File: config.mk
export PLATFORM = sky130hd
export DESIGN_NAME = gpio_cfg_serial_loader
export DESIGN_NICKNAME = d
export VERILOG_FILES = /design/src/rtl/gpio_cfg_serial_loader.sv
export SDC_FILE = /design/constraint.sdc
export NUM_CORES = 1
export LEC_CHECK = 0
export BUFFER_PORTS_ARGS = -buffer_cell sky130_fd_sc_hd__buf_2
export CAP_MARGIN = 20
export CORE_MARGIN = 2
export CORE_UTILIZATION = 35
export CTS_CLUSTER_SIZE = 28
export DETAILED_ROUTE_END_ITERATION = 8
export PLACE_DENSITY = 0.65
export REMOVE_ABC_BUFFERS = 1
export SYNTH_ARGS = -nofsm -noshare
export SYNTH_HDL_FRONTEND = slang
export SYNTH_SLANG_ARGS = --single-unit
File: constraint.sdc
create_clock -name clock_i -period 3.9 [get_ports clock_i]
set_clock_uncertainty 0.2 [all_clocks]
set_input_delay 0.195 -clock clock_i [delete_from_list [all_inputs] [get_ports clock_i]]
set_output_delay 0.195 -clock clock_i [all_outputs]
set_load 0.05 [all_outputs]
File: src/rtl/gpio_cfg_serial_loader.sv
// Serial loader that walks the per-pad config words out to the GPIO control chain,
// farthest pad first and MSB first, then strobes serial_load so every pad latches at once.
// state | meaning: IDLE wait xfer | FETCH grab word | SHIFT_LO sclk low, data set up
// SHIFT_HI sclk high, data held | LOAD latch strobe | DONE completion pulse
module gpio_cfg_serial_loader #(
  parameter int NUM_IO  = 38,
  parameter int CFG_W   = 13,
  parameter int CLK_DIV = 2
) (
  input  logic             clock_i,
  input  logic             reset_i,
  input  logic             xfer_i,
  output logic [5:0]       cfg_raddr_o,
  input  logic [CFG_W-1:0] cfg_rdata_i,
  output logic             busy_o,
  output logic             done_o,
  output logic             serial_clock_o,
  output logic             serial_data_out_o,
  output logic             serial_load_o
);

  localparam int PH_W = (CLK_DIV > 1) ? $clog2(CLK_DIV) : 1;
  localparam int BC_W = $clog2(CFG_W + 1);
  localparam logic [PH_W-1:0] PH_LAST = PH_W'(CLK_DIV - 1);
  localparam logic [BC_W-1:0] BC_LAST = BC_W'(CFG_W - 1);

  typedef enum logic [2:0] {
    S_IDLE, S_FETCH, S_SHIFT_LO, S_SHIFT_HI, S_LOAD, S_DONE
  } state_t;

  state_t            state_q, state_d;
  logic [5:0]        raddr_q, raddr_d;
  logic [CFG_W-1:0]  shreg_q, shreg_d;
  logic [BC_W-1:0]   bit_q, bit_d;
  logic [PH_W-1:0]   ph_q, ph_d;
  logic              sdo_q, sdo_d;
  logic              phase_end;

  assign phase_end = (ph_q == PH_LAST);

  always_ff @(posedge clock_i) begin
    if (reset_i) begin
      state_q <= S_IDLE;
      raddr_q <= '0;
      shreg_q <= '0;
      bit_q   <= '0;
      ph_q    <= '0;
      sdo_q   <= 1'b0;
    end else begin
      state_q <= state_d;
      raddr_q <= raddr_d;
      shreg_q <= shreg_d;
      bit_q   <= bit_d;
      ph_q    <= ph_d;
      sdo_q   <= sdo_d;
    end
  end

  always_comb begin
    state_d = state_q;
    raddr_d = raddr_q;
    shreg_d = shreg_q;
    bit_d   = bit_q;
    ph_d    = '0;
    sdo_d   = sdo_q;
    case (state_q)
      S_IDLE: begin
        if (xfer_i) begin
          state_d = S_FETCH;
          raddr_d = 6'(NUM_IO - 1);
        end
      end
      S_FETCH: begin
        shreg_d = cfg_rdata_i;
        bit_d   = '0;
        sdo_d   = cfg_rdata_i[CFG_W-1];
        state_d = S_SHIFT_LO;
      end
      S_SHIFT_LO: begin
        if (phase_end) state_d = S_SHIFT_HI;
        else           ph_d = ph_q + 1'b1;
      end
      S_SHIFT_HI: begin
        if (phase_end) begin
          shreg_d = shreg_q << 1;
          bit_d   = bit_q + 1'b1;
          if (bit_q != BC_LAST) begin
            // data only ever moves on entry to SHIFT_LO, giving a full phase of setup
            sdo_d   = shreg_d[CFG_W-1];
            state_d = S_SHIFT_LO;
          end else if (raddr_q != 6'd0) begin
            raddr_d = raddr_q - 6'd1;
            state_d = S_FETCH;
          end else begin
            sdo_d   = 1'b0;
            state_d = S_LOAD;
          end
        end else begin
          ph_d = ph_q + 1'b1;
        end
      end
      S_LOAD: begin
        if (phase_end) state_d = S_DONE;
        else           ph_d = ph_q + 1'b1;
      end
      S_DONE:  state_d = S_IDLE;
      default: state_d = S_IDLE;
    endcase
  end

  assign cfg_raddr_o       = raddr_q;
  assign busy_o            = (state_q != S_IDLE);
  assign done_o            = (state_q == S_DONE);
  assign serial_clock_o    = (state_q == S_SHIFT_HI);
  assign serial_data_out_o = sdo_q;
  assign serial_load_o     = (state_q == S_LOAD);

endmodule

## Yosys cells after proc, flatten, opt, wreduce, memory -nomap -nowiden

Index checks and enable logic that the tools add are counted.

| storage, ports and cells | value |
|---|---|
| logic and storage cells | 54 |
| bits of input ports | 16 |
| register bits after elaboration | 27 |

| operators by class | value |
|---|---|
| reduce and logical (&&, ||, !) cells | 11 |
| $add $sub $neg | 3 |
| bitwise logic cells | 1 |
| equal/unequal tests | 13 |
| multiplexer cells | 20 |

Operators with widths:

| operator | number |
|---|---|
| two-way mux 6 bit | 4 |
| one-hot mux 12 bit (2 select lines) | 1 |
| two-way mux 3 bit | 6 |
| one-hot mux 3 bit (5 select lines) | 1 |
| two-way mux 12 bit | 1 |
| one-hot mux 6 bit (2 select lines) | 1 |
| one-hot mux 4 bit (2 select lines) | 1 |
| == test 3 x 2 -> 1 bit, second input constant | 2 |
| == test 3 bit, second input constant | 2 |
| inequality test 2 x 1 -> 1 bit, second input constant | 3 |
| inequality test 2 bit, second input constant | 3 |
| nonzero test 6 bit | 1 |
| OR reduction 3 bit | 2 |
| subtractor 6 x 1 -> 6 bit, second input constant | 1 |
| AND reduction 5 bit | 1 |
| adder 4 x 1 -> 4 bit, second input constant | 1 |
| two-way mux 4 bit | 1 |
| inequality test 4 bit, second input constant | 1 |
| AND reduction 4 bit | 1 |
| nonzero test 2 bit | 2 |
| == test 3 x 1 -> 1 bit, second input constant | 1 |
| zero test 3 bit | 1 |
| two-way mux 1 bit | 3 |
| inequality test 3 bit, second input constant | 1 |
| 6 further kinds | 6 |

## Logic depth before layout (Yosys ltp)

Gate-level depths: netlist of run 1.

| logic depth | value |
|---|---|
| word-level depth | 5 |
| gate-level depth with buffers | 6 |
| gate-level depth less buffers | 6 |

## Worst setup path after synthesis of run 1

Ideal clock, no wire load.

| timing | value |
|---|---|
| kind | reg-to-reg |
| start point | register raddr_q[0] (netlist: cfg_raddr_o[0]) |
| end point | register raddr_q[3] (netlist: cfg_raddr_o[3]) |
| setup time | 0.074 ns |
| buffers on the path | 0 |
| period minus slack after synthesis | 2.201 ns |
| slack | 1.699 ns |
| data arrival time | 1.926 ns |
| cell stages (with the launch flop) | 7 |
| path through | dfxtp_1 > inv_1 > ha_1 > and2b_1 > a211o_1 > or3_1 > a31oi_1 |

| between the ends | value |
|---|---|
| word-level cells in the longest chain between the ends | 5 |
| elaborated cells between the ends (all ways) | 8 |
| those cells by class | add/sub: 1; eq/ne: 1; mux: 4; reduce/logical: 2 |

RTL lines:

| item | line | text |
|---|---|---|
| start: declaration | 32 | `logic [5:0] raddr_q, raddr_d;` |
| start signal: assignment | 51 | `raddr_q <= raddr_d;` |
| subtractor 6 x 1 -> 6 bit | 92 | `raddr_d = raddr_q - 6'd1;` |
| two-way mux 6 bit | 91 | `end else if (raddr_q != 6'd0) begin` |
| two-way mux 6 bit | 87 | `if (bit_q != BC_LAST) begin` |
| two-way mux 6 bit | 84 | `if (phase_end) begin` |
| one-hot mux 6 bit (2 select lines) | 66 | `case (state_q)` |

Several ways; a longest one is shown, not always the timed one. The select of a mux whose other input is x is not followed.
A chain may end at the register's enable or synchronous reset.

## Final worst setup path of run 1

| timing | value |
|---|---|
| start point | register state_q[1] |
| end point | output serial_clock_o |

| between the ends | value |
|---|---|
| word-level cells in the longest chain between the ends | 1 |

RTL lines:

| item | line | text |
|---|---|---|
| start: declaration | 31 | `state_t state_q, state_d;` |
| start signal: assignment | 50 | `state_q <= state_d;` |
| == test 3 x 2 -> 1 bit | 114 | `assign serial_clock_o = (state_q == S_SHIFT_HI);` |
| end: declaration | 17 | `output logic serial_clock_o,` |

No other way between the ends.

==> results of run 1 <==
report_power, final:
part	switching, mW	internal (mW)	leakage, nW	total (mW)
combinational	0.0971	0.0559	0.481	0.153
clock	0.0862	0.0731	0.0228	0.159
sequential	0.0255	0.302	0.221	0.327
flip-flops by register name, indices dropped and copies added (netlist names):
| name | flops |
|---|---|
| bit_q | 4 |
| cfg_raddr_o | 6 |
| ph_q | 1 |
| serial_data_out_o | 1 |
| shreg_q | 12 |
| state_q | 3 |
cell usage in the layout (no fill, tap or decap), types with 2 or more instances in the layout:
| cell | count |
|---|---|
| dfxtp_1 | 27 |
| nand2_1 | 26 |
| buf_2 | 26 |
| nor2_1 | 18 |
| dlygate4sd3_1 | 13 |
| a311oi_1 | 12 |
| nor3_1 | 11 |
| inv_1 | 10 |
| nand3_1 | 5 |
| a31oi_1 | 4 |
| a21oi_1 | 4 |
| ha_1 | 4 |
| and3_1 | 3 |
| nand2b_1 | 3 |
| o21ai_0 | 3 |
| a211oi_1 | 3 |
| clkbuf_8 | 3 |
| or3_1 | 2 |
| xor2_1 | 2 |
what timing repair did:
action                                 in CTS  in global routing
setup buffers                               0                  0
hold buffers                               13                  0
endpoints found under the hold margin      13                  0
area by class of cell:
class	count	share of cell area (%)
clock buffers	4	2.62
inverters	10	2.19
multi-input cells	123	44.9
flip-flops and latches	27	31.5
well taps	50	3.64
repair buffers	39	15.2
metrics by stage:
stage | cells | total power [mW]
after detailed placement | 236 | 0.478
after global placement | 236 | 0.477
after floorplan | 160 | 0.437
after CTS | 253 | 0.648
after global routing | 253 | 0.679
final | 253 | 0.639
per-layer routing:
metal | vias to the layer above | routed length, µm | global-route usage, %
met5 | - | 0 | 0
met3 | 2 | 78 | 2.50
met2 | 11 | 1410 | 22.6
li1 | 680 | - | -
met1 | 607 | 1450 | 18.3
met4 | 0 | 13 | 3.06
worst max-delay path by stage:
| stage | from | to | slack [ns] | cells past startpoint |
|---|---|---|---|---|
| after floorplan | cfg_raddr_o[0] | cfg_raddr_o[3] | 1.70 | 6 |
| after global placement | state_q[0] | shreg_q[11] | 1.80 | 4 |
| after detailed placement | state_q[0] | shreg_q[11] | 1.75 | 4 |
| after CTS | state_q[1] | serial_clock_o | 1.59 | 3 |
| after global routing | state_q[1] | serial_clock_o | 1.44 | 3 |
| final | state_q[1] | serial_clock_o | 1.61 | 3 |
critical path, delay by kind of cell (launching register included):
family	cells	cell delay [ns]
buffers and inverters	2	0.76
DFF	1	0.61
and+or+nand+nor	1	0.25
Yosys cell counts (2+ instances only):
cell	n	area, µm²
dfxtp_1	27	541
nand2_1	26	97.6
nor2_1	18	67.6
a311oi_1	12	105
nor3_1	11	55.1
inv_1	10	37.5
nand3_1	5	25.0
a21oi_1	4	20.0
a31oi_1	4	25.0
ha_1	4	50.1
a211oi_1	3	22.5
and3_1	3	18.8
buf_4	3	22.5
clkbuf_1	3	11.3
nand2b_1	3	18.8
o21ai_0	3	15.0
buf_2	2	10.0
or3_1	2	12.5
xor2_1	2	17.5
cells by family (layout without fill, tap and decap cells):
logic type                 Yosys count  count (layout)
DFF                                 27              27
adders and majority gates            4               4
and+or+nand+nor                     80              80
xor gates and xnor gates             2               2
buffers and inverters               20              53
AOI/OAI and AO/OA                   37              37
==> impl_metrics.toml, run 1 <==
[cells_and_area]
seqCellArea_um2 = 541
drive_gt1_share_pct = 17.7
multi_input_area_um2 = 771
area_growth_pct = 22.0
fill_cells = 396
final_cell_area_um2 = 1720
fin_util_pct = 43.5
num_antenna_cells = 0
nNetsFinal = 224

[power_and_ir_drop]
peakVddDrop_mv = 0.136
leakage_nw = 0.725
power_density_nw_per_um2 = 372

[clock_network]
clkLatencyLatePin_ns = 0.27
numCtsBuffers = 3
clk_pin_slew_ns = 0.09
clock_path_buffers = 2
cts_resized = 0
cts_num_sinks = 27
cts_tree = "done"
htreeDepth = 1
root_buffer = "clkbuf_8"

[synth]
ys_seq_area_share_pct = 38.4
ys_warn_count = 0
yosysUniqueCellTypes = 44
synth-simple-area-share_pct = 30.0
synth_area_um2 = 1410
syn_avg_cell_area_um2 = 8.28
synth_top_family_by_area = "simple AND/OR/NAND/NOR gates"
yosys.area_share.xor_xnor_pct = 1.24
synth_mux_area_share_pct = 0
synth_edf_count = 0
async_flop_share_pct = 0
synth-main-ff-cell = "dfxtp_1"
synthCells = 170
synth_compound_area_share_pct = 20.0
synth.ff_latch_count = 27
synth-adder-area-share_pct = 3.56

[floorplanning]
dieArea_um2 = 4540
die_y_um = 67.4
fp.coreArea_um2 = 3940
num_io_pins = 27
rows = 23
die_w_um = 67.4
start_util_pct = 35.7

[global_route]
grt_max_degree = 30
grt_overflow = 0
grt_first_pass_wirelength_mm = 4.84
grt.total_usage_pct = 13.6
grt_pass1_vias = 1077
antenna_found_initial = 0

[worst_setup_path]
worst_setup_path_end_kind = "output pin"
r2r_end = "shreg_q[1]"
slowest_delay_ns = 0.61
r2r_slack_ns = 1.76
crit_path_top_delay_cell = "dfxtp_1"
r2r-start = "state_q[0]"
ff2ff_path_depth = 4
crit_type = "flip-flop to output pin"
critical_path_required_ns = 3.50
crit_chain = "nand3b_4, inv_1, buf_2"
critPathLaunchType = "flip-flop"
arrival_ns = 1.89
path_max_fanout = 17

[min_path]
hold_depth = 4
worst_hold_startpoint = "xfer_i"
hold_end = "cfg_raddr_o[3]"
hp-class = "input pin to flip-flop"

[sta]
finalCriticalPeriod_ns = 2.29
rsz0062_at_grt = "no"
setup_viol = 0
relSlewSlack_pct = 38.0
setup_ws_ns = 1.61
fin_setup_tns_ns = 0
fin_crit_sh_pct = 58.7
fmax_ghz = 0.437
slew_viol_final = 0
holdWs_ns = 0.0887
tightest_slew_ns = 0.931
hold_viol = 0

[drt]
vias = 1300
drc = 0
postRouteAntennaNets = 0
drt_iter0_drc = 41
routed_via_density = 5.14
routed_wl_mm = 2.95
avgRoutedWirePerCell_um = 11.7
firstDrtPassIters = 4

[place]
place_area_um2 = 1540
port_buffers = 26
place_hpwl_mm = 2.05
place_congestion = 0.741
pre_cts_slack_ns = 1.75

[flow_run]
maxCapViolations = 0

[outcome]
status = "finished, final reports clean"
No activity file was read; power rests on OpenSTA's default activity.
==> inputs of run 2 (changes only) <==
--- a/config.mk
+++ b/config.mk
@@ -5,13 +5,14 @@
 export SDC_FILE = /design/constraint.sdc
 export NUM_CORES = 1
 export LEC_CHECK = 0
+export ABC_AREA = 1
 export BUFFER_PORTS_ARGS = -buffer_cell sky130_fd_sc_hd__buf_2
 export CAP_MARGIN = 20
 export CORE_MARGIN = 2
 export CORE_UTILIZATION = 35
 export CTS_CLUSTER_SIZE = 28
 export DETAILED_ROUTE_END_ITERATION = 8
-export PLACE_DENSITY = 0.65
+export PLACE_DENSITY = 0.67
 export REMOVE_ABC_BUFFERS = 1
 export SYNTH_ARGS = -nofsm -noshare
 export SYNTH_HDL_FRONTEND = slang
==> constraint.sdc (replaced) <==
create_clock -name clock_i -period 1.9 [get_ports clock_i]
set_clock_uncertainty 0.2 [all_clocks]
set_input_delay 0.095 -clock clock_i [delete_from_list [all_inputs] [get_ports clock_i]]
set_output_delay 0.095 -clock clock_i [all_outputs]
set_load 0.05 [all_outputs]
==> run 2 against run 1 <==
  * Register-to-register slack got worse by 1.5 ns
  * Combinational power increased to 7.9 times the previous value
  * First-iteration DRC count increased by 85%
  * Power increased to 3.8 times the previous value
  * Synthesized area decreased by 0.18%
  * Die area decreased by 0.16%
  * Clock power increased by 110%
  * Utilization increased by 1.4 points
  * Via count increased by 7.0%
  * Largest cell class unchanged
==> impl_metrics.toml, run 2 <==
[floorplanning]
num_io_pins = 27
die_y_um = 67.4
rows = 23
die_w_um = 67.4
fp.coreArea_um2 = 3940
start_util_pct = 35.6
dieArea_um2 = 4540

[synth]
yosysUniqueCellTypes = 26
synth-main-ff-cell = "dfxtp_1"
syn_avg_cell_area_um2 = 6.99
synth_common_cells = "nand2_1 (54), dfxtp_1 (27), nand3_1 (16)"
ys_warn_count = 0
yosysMostFrequentCell = "nand2_1"
synth_top_area_cell = "dfxtp_1"
synth_top_area_share_pct = 38.5
ys_seq_area_share_pct = 38.5
synth.ff_latch_count = 27
synth_area_um2 = 1410
synth_edf_count = 0
async_flop_share_pct = 0
synthTopCellsByArea = "dfxtp_1 (38%), nand2_1 (14%), nand3_1 (5.7%)"
synthCells = 201

[drt]
drc = 0
avgRoutedWirePerCell_um = 10.6
routed_via_density = 4.80
firstDrtPassIters = 4
routed_wl_mm = 3.07
vias = 1391
drt_iter0_drc = 76
postRouteAntennaNets = 0

[sta]
holdWs_ns = 0.179
rsz0062_at_grt = "no"
setup_viol = 0
finalCriticalPeriod_ns = 1.70
fmax_ghz = 0.589
hold_viol = 0
relSlewSlack_pct = 70.6
fin_crit_sh_pct = 89.4
slew_viol_final = 0
tightest_slew_ns = 0.440

[clock_network]
numCtsBuffers = 3
clkLatencyLatePin_ns = 0.27
root_buffer = "clkbuf_8"
post-cts-setup-buffer-count = 0
clk_pin_slew_ns = 0.10
cts_num_sinks = 27
htreeDepth = 1
cts_tree = "done"
clock_path_buffers = 2

[worst_setup_path]
crit_start = "state_q[0]"
critPathLaunchType = "flip-flop"
r2r_slack_ns = 0.27
endpoint = "serial_clock_o"
r2r-start = "state_q[0]"
worst_setup_path_end_kind = "output pin"
arrival_ns = 1.40
crit_type = "flip-flop to output pin"
path_max_fanout = 19
ff2ff_path_depth = 9
r2r_end = "cfg_raddr_o[1]"
critical_path_required_ns = 1.60

[place]
place_area_um2 = 1590
dp.cells = 272
port_buffers = 26
place_hpwl_mm = 2.16
place_congestion = 0.841

[cells_and_area]
largest_reg_flops = 12
final_cell_mix = "nand2_1 (54), dfxtp_1 (27), buf_2 (26), nand3_1 (16), inv_1 (15)"
seqCellArea_um2 = 541
num_antenna_cells = 0
drive_gt1_share_pct = 17.9
final_cells = 290
regMostFlops = "shreg_q"
layout.cells.most_common = "nand2_1"
fin_util_pct = 45.0
area_growth_pct = 26.2
nNetsFinal = 261
final_cell_area_um2 = 1770
fill_cells = 415
multi_input_area_um2 = 752

[power_and_ir_drop]
peakVddDrop_mv = 0.537
leakage_nw = 0.782
power_density_nw_per_um2 = 1370

[outcome]
status = "finished, final reports clean"

[global_route]
grt_overflow = 0
grt.total_usage_pct = 15.5
antenna_found_initial = 0
grt_pass1_vias = 1269
grt_max_degree = 30
grt_first_pass_wirelength_mm = 5.44

[flow_run]
maxCapViolations = 0

[min_path]
hp-class = "input pin to flip-flop"
run 2: changes by cell type after synthesis, moves of 3 or more:
cell      before  now
a311oi_1      12    0
nand2b_1       3    0
nand2_1       26   54
nor3_1        11    7
inv_1         10   15
nand3_1        5   16
a211oi_1       3    0
o21ai_0        3   14
a21oi_1        4   13
a31oi_1        4   11
nor2_1        18   14
run 2: worst min-delay path by stage:
| stage | startpoint | endpoint | depth (start not counted) |
|---|---|---|---|
| 2_1_floorplan | reset_i | cfg_raddr_o[0] | 1 |
| 3_3_place_gp | cfg_rdata_i[1] | shreg_q[1] | 3 |
| 3_5_place_dp | cfg_rdata_i[4] | shreg_q[4] | 3 |
| 4_1_cts | xfer_i | cfg_raddr_o[1] | 5 |
| 5_1_grt | xfer_i | cfg_raddr_o[2] | 5 |
| 6_report | xfer_i | cfg_raddr_o[1] | 5 |
run 2: per-layer routing:
layer / track usage (%) / wire [µm] / vias to the layer above
met1: 21.2 / 1540 / 611
li1: - / - / 750
met5: 0 / 0 / -
met2: 23.9 / 1400 / 28
met4: 7.14 / 23 / 0
met3: 2.33 / 105 / 2
run 2: where the power goes:
| part | leakage (nW) | total [mW] | internal (mW) | switching, mW |
|---|---|---|---|---|
| clock network | 0.0255 | 0.332 | 0.147 | 0.185 |
| registers | 0.221 | 0.885 | 0.749 | 0.136 |
| logic | 0.535 | 1.21 | 0.397 | 0.811 |
| total | 0.782 | 2.42 | 1.29 | 1.13 |
run 2: kinds of logic after synthesis:
| family | synth area share (%) |
|---|---|
| simple gates | 34.7 |
| flops | 38.5 |
| fa+ha+maj | 3.56 |
| compound gates | 15.2 |
| buf+inv | 8.01 |
run 2: timing repair:
action / CTS / global route
hold buffers: 14 / 0
endpoints found under the hold margin: 21 / 0
resized for setup: 0 / 0
run 2: cell type report:
class	instances	area share, %
flip-flops and latches	27	30.5
well taps	50	3.53
multi-input cells	149	42.4
repair buffers	43	17.2
clock inverters	1	0.282
inverters	17	3.74
clock buffers	3	2.33
run 2: critical path, stage by stage, from the launching register on:
cell	delay (ns)
dfxtp_1	0.46
nand3_2	0.17
inv_4	0.20
buf_2	0.30
run 2: per-stage QoR:
step	setup slack, ns	power (mW)	setup TNS [ns]
6_report	0.202	2.42	0
5_1_grt	0.0968	2.65	0
4_1_cts	0.187	2.44	0
3_5_place_dp	0.286	2.09	0
3_3_place_gp	0.280	2.08	0
2_1_floorplan	-0.480	1.79	-6.34
